[src/rtl/muldiv_pkg.sv]
// Shared definitions for the multi-cycle signed MULT/DIV sequencer:
// default data width, FSM state encoding and latched-operation codes.
package muldiv_pkg;

    localparam int DEF_DATA_W = 32;

    typedef enum logic [2:0] {
        S_IDLE    = 3'd0,
        S_MUL_RUN = 3'd1,
        S_DIV_RUN = 3'd2,
        S_FINISH  = 3'd3,
        S_DZERO   = 3'd4
    } state_t;

    typedef enum logic {
        OP_MULT = 1'b0,
        OP_DIV  = 1'b1
    } op_t;

endpackage

[src/rtl/muldiv_signfix.sv]
// Sign handling around the unsigned iterative core: operand magnitudes on the
// way in, conditional two's-complement negation of the result on the way out.
module muldiv_signfix #(
    parameter int W = 32
) (
    input  logic [W-1:0]   op_a_i,
    input  logic [W-1:0]   op_b_i,
    input  logic [2*W-1:0] mag_i,
    input  logic           mult_mode_i,
    input  logic           neg_lo_i,
    input  logic           neg_hi_i,
    output logic [W-1:0]   abs_a_o,
    output logic [W-1:0]   abs_b_o,
    output logic [W-1:0]   hi_o,
    output logic [W-1:0]   lo_o
);

    logic [2*W-1:0] prod_fix;

    always_comb begin
        abs_a_o  = op_a_i[W-1] ? -op_a_i : op_a_i;
        abs_b_o  = op_b_i[W-1] ? -op_b_i : op_b_i;
        prod_fix = neg_lo_i ? -mag_i : mag_i;
        // A product negates as one 2W-bit value; quotient and remainder negate independently.
        if (mult_mode_i) begin
            hi_o = prod_fix[2*W-1:W];
            lo_o = prod_fix[W-1:0];
        end else begin
            hi_o = neg_hi_i ? -mag_i[2*W-1:W] : mag_i[2*W-1:W];
            lo_o = neg_lo_i ? -mag_i[W-1:0]   : mag_i[W-1:0];
        end
    end

endmodule

[src/rtl/muldiv_sequencer.sv]
// Multi-cycle signed multiply/divide engine behind HI/LO: one shift-add or
// restoring-subtract step per clock, with done/strobe handshake to control_unit.
module muldiv_sequencer
    import muldiv_pkg::*;
#(
    parameter int DATA_W = DEF_DATA_W
) (
    input  logic              clk,
    input  logic              reset_in,
    input  logic              start_mult,
    input  logic              start_div,
    input  logic              abort,
    input  logic [DATA_W-1:0] op_a,
    input  logic [DATA_W-1:0] op_b,
    output logic [DATA_W-1:0] hi_out,
    output logic [DATA_W-1:0] lo_out,
    output logic              hi_write,
    output logic              lo_write,
    output logic              mult_done,
    output logic              div_done,
    output logic              div_zero,
    output logic              busy,
    output logic [2:0]        dbg_state
);

    localparam int CNT_W = $clog2(DATA_W) + 1;
    localparam logic [CNT_W-1:0] CNT_LAST = CNT_W'(DATA_W - 1);
    localparam logic [CNT_W-1:0] CNT_ONE  = CNT_W'(1);

    // Handshake: start_mult/start_div are single-cycle requests sampled only
    // when the engine is free (IDLE, or the FINISH cycle handing back to IDLE);
    // requests seen at any other time are dropped, never queued.

    state_t              state_q;
    op_t                 op_q;
    logic [CNT_W-1:0]    cnt_q;
    logic [2*DATA_W-1:0] prod_q;
    logic [DATA_W-1:0]   mcand_q;
    logic                neg_lo_q;
    logic                neg_hi_q;
    logic [DATA_W-1:0]   hi_q;
    logic [DATA_W-1:0]   lo_q;
    logic                hi_wr_q;
    logic                lo_wr_q;
    logic                mult_done_q;
    logic                div_done_q;
    logic                div_zero_q;
    logic                busy_q;

    logic [DATA_W:0]     mul_sum;
    logic [DATA_W:0]     div_trial;
    logic [DATA_W:0]     div_diff;
    logic                div_ge;
    logic [DATA_W-1:0]   div_rem;
    logic [2*DATA_W-1:0] mul_step;
    logic [2*DATA_W-1:0] div_step;
    logic [2*DATA_W-1:0] step_d;
    logic [DATA_W-1:0]   abs_a;
    logic [DATA_W-1:0]   abs_b;
    logic [DATA_W-1:0]   fix_hi;
    logic [DATA_W-1:0]   fix_lo;

    // prod_q holds {partial product, multiplier} or {remainder, dividend/quotient}.
    always_comb begin
        mul_sum   = {1'b0, prod_q[2*DATA_W-1:DATA_W]} + (prod_q[0] ? {1'b0, mcand_q} : '0);
        mul_step  = {mul_sum, prod_q[DATA_W-1:1]};
        div_trial = prod_q[2*DATA_W-1:DATA_W-1];
        div_ge    = (div_trial >= {1'b0, mcand_q});
        div_diff  = div_trial - {1'b0, mcand_q};
        div_rem   = div_ge ? div_diff[DATA_W-1:0] : div_trial[DATA_W-1:0];
        div_step  = {div_rem, prod_q[DATA_W-2:0], div_ge};
        step_d    = (op_q == OP_MULT) ? mul_step : div_step;
    end

    muldiv_signfix #(.W(DATA_W)) u_signfix (
        .op_a_i      (op_a),
        .op_b_i      (op_b),
        .mag_i       (step_d),
        .mult_mode_i (op_q == OP_MULT),
        .neg_lo_i    (neg_lo_q),
        .neg_hi_i    (neg_hi_q),
        .abs_a_o     (abs_a),
        .abs_b_o     (abs_b),
        .hi_o        (fix_hi),
        .lo_o        (fix_lo)
    );

    always_ff @(posedge clk or negedge reset_in) begin
        if (!reset_in) begin
            state_q     <= S_IDLE;
            op_q        <= OP_MULT;
            cnt_q       <= '0;
            prod_q      <= '0;
            mcand_q     <= '0;
            neg_lo_q    <= 1'b0;
            neg_hi_q    <= 1'b0;
            hi_q        <= '0;
            lo_q        <= '0;
            hi_wr_q     <= 1'b0;
            lo_wr_q     <= 1'b0;
            mult_done_q <= 1'b0;
            div_done_q  <= 1'b0;
            div_zero_q  <= 1'b0;
            busy_q      <= 1'b0;
        end else begin
            hi_wr_q     <= 1'b0;
            lo_wr_q     <= 1'b0;
            mult_done_q <= 1'b0;
            div_done_q  <= 1'b0;
            div_zero_q  <= 1'b0;
            case (state_q)
                S_IDLE, S_FINISH: begin
                    state_q <= S_IDLE;
                    busy_q  <= 1'b0;
                    // abort beats any start; multiply beats a simultaneous divide.
                    if (!abort && start_mult) begin
                        state_q  <= S_MUL_RUN;
                        busy_q   <= 1'b1;
                        op_q     <= OP_MULT;
                        cnt_q    <= CNT_LAST;
                        mcand_q  <= abs_a;
                        prod_q   <= {{DATA_W{1'b0}}, abs_b};
                        neg_lo_q <= op_a[DATA_W-1] ^ op_b[DATA_W-1];
                        neg_hi_q <= 1'b0;
                    end else if (!abort && start_div && (op_b != '0)) begin
                        state_q  <= S_DIV_RUN;
                        busy_q   <= 1'b1;
                        op_q     <= OP_DIV;
                        cnt_q    <= CNT_LAST;
                        mcand_q  <= abs_b;
                        prod_q   <= {{DATA_W{1'b0}}, abs_a};
                        neg_lo_q <= op_a[DATA_W-1] ^ op_b[DATA_W-1];
                        neg_hi_q <= op_a[DATA_W-1];
                    end else if (!abort && start_div) begin
                        state_q    <= S_DZERO;
                        busy_q     <= 1'b1;
                        div_done_q <= 1'b1;
                        div_zero_q <= 1'b1;
                    end
                end
                S_MUL_RUN, S_DIV_RUN: begin
                    if (abort) begin
                        state_q <= S_IDLE;
                        busy_q  <= 1'b0;
                    end else begin
                        prod_q <= step_d;
                        cnt_q  <= cnt_q - CNT_ONE;
                        if (cnt_q == '0) begin
                            state_q     <= S_FINISH;
                            cnt_q       <= '0;
                            hi_q        <= fix_hi;
                            lo_q        <= fix_lo;
                            hi_wr_q     <= 1'b1;
                            lo_wr_q     <= 1'b1;
                            mult_done_q <= (op_q == OP_MULT);
                            div_done_q  <= (op_q == OP_DIV);
                        end
                    end
                end
                S_DZERO: begin
                    state_q <= S_IDLE;
                    busy_q  <= 1'b0;
                end
                default: begin
                    state_q <= S_IDLE;
                    busy_q  <= 1'b0;
                end
            endcase
        end
    end

    assign hi_out    = hi_q;
    assign lo_out    = lo_q;
    assign hi_write  = hi_wr_q;
    assign lo_write  = lo_wr_q;
    assign mult_done = mult_done_q;
    assign div_done  = div_done_q;
    assign div_zero  = div_zero_q;
    assign busy      = busy_q;
    assign dbg_state = state_q;

endmodule

[config.mk]
export PLATFORM = sky130hd
export DESIGN_NAME = muldiv_sequencer
export DESIGN_NICKNAME = d
export VERILOG_FILES = /design/src/rtl/muldiv_pkg.sv /design/src/rtl/muldiv_signfix.sv /design/src/rtl/muldiv_sequencer.sv
export SDC_FILE = /design/constraint.sdc
export NUM_CORES = 1
export LEC_CHECK = 0
export BUFFER_PORTS_ARGS = -buffer_cell sky130_fd_sc_hd__buf_2
export CORE_ASPECT_RATIO = 0.7
export CORE_UTILIZATION = 45
export CTS_BUF_LIST = sky130_fd_sc_hd__clkbuf_8 sky130_fd_sc_hd__clkbuf_16
export DETAILED_ROUTE_END_ITERATION = 6
export PLACE_DENSITY = 0.69
export SLEW_MARGIN = 20
export SYNTH_ARGS = -nofsm -noshare
export SYNTH_HDL_FRONTEND = slang
export SYNTH_SLANG_ARGS = --single-unit
[constraint.sdc]
create_clock -name clk -period 5.3 [get_ports clk]
set_input_delay 0.265 -clock clk [delete_from_list [all_inputs] [get_ports clk]]
set_output_delay 0.265 -clock clk [all_outputs]
set_load 0.01 [all_outputs]
==> results by group <==
Status
  – Status: completed

Detailed routing
  – Wire length per cell: 22.6 um
  – Vias: 16594
  – DRT iter0 DRCs: ~2100
  – DR DRC count: 0
  – Pre-Repair DR Iteration Count: 7
  – DR vias/cell: approximately 6.3
  – Post-Route WL: 59900 um
  – Antenna Violating Nets Remaining: 0

CTS
  – Longest Clk Path Bufs: 2
  – Setup Buffers After CTS: 0
  – Num CTS Buffers: 17
  – Clock Latency Late Sink: 470 ps
  – H-Tree Depth: 4
  – CTS tree: done
  – CTS Sinks: between 150 and 200
  – CTS Root Cell: clkbuf_16
  – Reg clk slew, reported paths: about 80 ps

Finish
  – Nets: 2311
  – Util after Layout: 52.9%
  – Area delta synth->final: 14.1%
  – Commonest non-fill, non-tap cells in the layout: nand2_1 (293), dfrtp_1 (176), o21ai_0 (149), buf_2 (140), a21oi_1 (135)
  – Share of layout cells above drive strength 1: 15.5%
  – Finished Layout Cells: 2647
  – Commonest non-fill, non-tap cell in the layout: nand2_1
  – N_diodes: 0
  – Final Instance Area: 17900 um^2

Floorplan
  – CORE AREA: 33900 um^2
  – Die W: 225 um
  – Site Rows: 56
  – Die Height: approximately 160 um
  – Starting density of the core: 46.4%
  – Boundary pin count: 142
  – Die area: about 36000 um^2

Yosys
  – Synth async-reset ratio: 100%
  – Ys Warns: 0
  – Largest cells by area after synthesis: dfrtp_1 (28%), nand2_1 (7.0%), ha_1 (5.6%)
  – Post-Syn Instances: around 2000
  – Synthesis-stage register bit count: 177
  – Yosys top cell by area: dfrtp_1
  – EDFF count, synth: 0
  – Post-synth top area share: 28.2%
  – Post-synthesis sequential area ratio: 28.2%
  – Yosys cell types: 98
  – Synthesized cell area: approximately 16000 um^2
  – Mean Syn Cell Area: ~7.8 um^2
  – Primary FF master, synth: dfrtp_1
  – Syn Nets: approximately 2200

Global route
  – Total grt overflow: 0
  – GRT Total Usage: 33.2%
  – Largest net degree at the start of global routing: between 100 and 150
  – First-pass GRT wire length: 88300 um
  – Initial antenna violation count: 1
  – Number of global-route vias before repair: around 15000

Worst setup path
  – Reg2Reg Setup Slack: 320 ps
  – Most frequent CP cell: buf_4
  – Worst R2R End: hi_out[27]
  – Worst Path Max Fanout: 15
  – CP arrival: between 5000 and 6000 ps
  – Worst-case reg-to-reg path depth: 16
  – Setup crit end kind: register
  – CP Buf/Inv Count: 2
  – Req. time, crit path: 5620 ps
  – Worst-path cell chain: buf_4, and2_1, ha_1, a21o_1, a221o_1, a41o_1, nor4_2, nor3b_1, o31ai_1, a31oi_1, a2111oi_0, nand4_1, buf_4, o41ai_1, xor2_1, o21ai_1
  – Startpoint types: register
  – Worst setup endpoint: hi_out[27]
  – CP max-delay cell: nor4_2
  – Crit Path Category: reg -> reg
  – CP top delay family: compound AO/OA/AOI/OAI gates
  – R2r startpoint: prod_q[0]
  – Setup crit start: prod_q[0]
  – Worst path depth: 16
  – Slowest stage delay, CP: roughly 560 ps

Timing
  – Max-Slew Margin vs Limit: 32.4%
  – TNS Setup: 0 ps
  – RSZ-0062 raised after global routing: false
  – Max-slew violation count: 0
  – Worst slew pin tran: 1010 ps
  – Fin. Hold Viols: 0
  – Fin Hold WS: 57.2 ps
  – Setup slack after layout: 320 ps
  – Post-layout minimum cycle time: 4980 ps
  – Clk_skew: 17.2 ps
  – Period utilization: a little over nine tenths
  – F_max: 201 MHz
  – Setup violators final: 0

Pwr
  – Power Total: 11.3 mW
  – Sw frac: 53.6%
  – Pint: ~5.2 mW
  – Clock share of power: 11.4%
  – Peak supply drop: 287 uV
  – Power Dens Cells: 630 nW/um^2
  – P_leak: 8.01 nW
  – Switching Power: 6.06 mW
  – Combinational power share: 71.0%
  – Seq pwr share: 17.7%

Placement
  – Pre-CTS WS: 200 ps
  – Dpl cells: 2613
  – Placed instance area: 17300 um^2
  – Placed wire-length estimate: 47100 um
  – GPL Wtd Cong: 0.980
  – IO Port Bufs: 141

Hold path
  – Hold Crit Start: abort
  – Hold WC Path Type: in -> reg

Run
  – Max_cap viols: 0
==> layer usage <==
| layer | share of wire [%] | global-route usage (%) |
|---|---|---|
| met5 | 0.032 | 0 |
| met2 | 38 | 43.0 |
| met3 | 14 | 13.0 |
| met1 | 46 | 49.0 |
| met4 | 2.7 | 10.7 |
==> power groups by stage <==
stage	clock network, mW	registers [mW]	logic, mW
after floorplan	0	1.88	4.85
after global placement	0	1.98	7.64
after detailed placement	0	2.01	7.66
after CTS	1.29	1.98	7.71
after global routing	1.35	2.03	8.57
final	1.29	2.00	8.03
==> kinds of logic (layout without fill, tap and decap cells) <==
group | Yosys count | in the layout | share of synthesized area [%]
fa+ha+maj | 72 | 72 | 5.83
buf+inv | 193 | 350 | 5.11
compound gates | 633 | 633 | 26.1
xor+xnor | 160 | 160 | 8.91
flops | 177 | 177 | 28.2
mux | 40 | 40 | 2.60
simple gates | 751 | 751 | 23.3
==> flip-flops by register name, summed over array words and instances, names as in the netlist <==
name	cells
prod_q	64
hi_out	32
lo_out	32
mcand_q	32
cnt_q	6
dbg_state	3
busy	1
div_done	1
div_zero	1
lo_write	1
mult_done	1
neg_hi_q	1
neg_lo_q	1
op_q	1
==> cells in the mapped netlist, drive strengths merged (16+ instances only) <==
library cell,count
nand4,26
xor2,64
o211ai,43
nor2,134
clkbuf,79
buf,42
nor4,18
a21o,22
o21ai,214
ha,70
o221ai,24
and2,38
o31ai,29
dfrtp,177
inv,71
a21oi,139
xnor2,96
mux2i,33
nor3,51
or4,19
or3,16
nand2b,24
nand3,60
a31oi,22
nand2,296
==> worst min path at each step <==
stage / end / slack [ps] / depth (start not counted)
final: busy / 60 / 2
after global routing: busy / 70 / 2
after CTS: busy / 60 / 2
after detailed placement: hi_out[11] / 330 / 1
after global placement: hi_out[20] / 320 / 1
after floorplan: busy / -30 / 0
==> cell type report <==
class | count | area, um^2
timing repair buffer | 246 | 1530
inverter | 72 | 270
multi-input combinational | 1656 | 10600
fill | 3346 | 16000
clock inverter | 15 | 146
sequential | 177 | 4430
tap | 464 | 581
clock buffer | 17 | 425
==> repair_timing <==
item	in CTS	in global routing
hold buffers	1	0
resized for setup	0	7
hold endpoints to repair	64	0
endpoints found under the setup margin	0	8
Power figures use the tool's default switching activity.
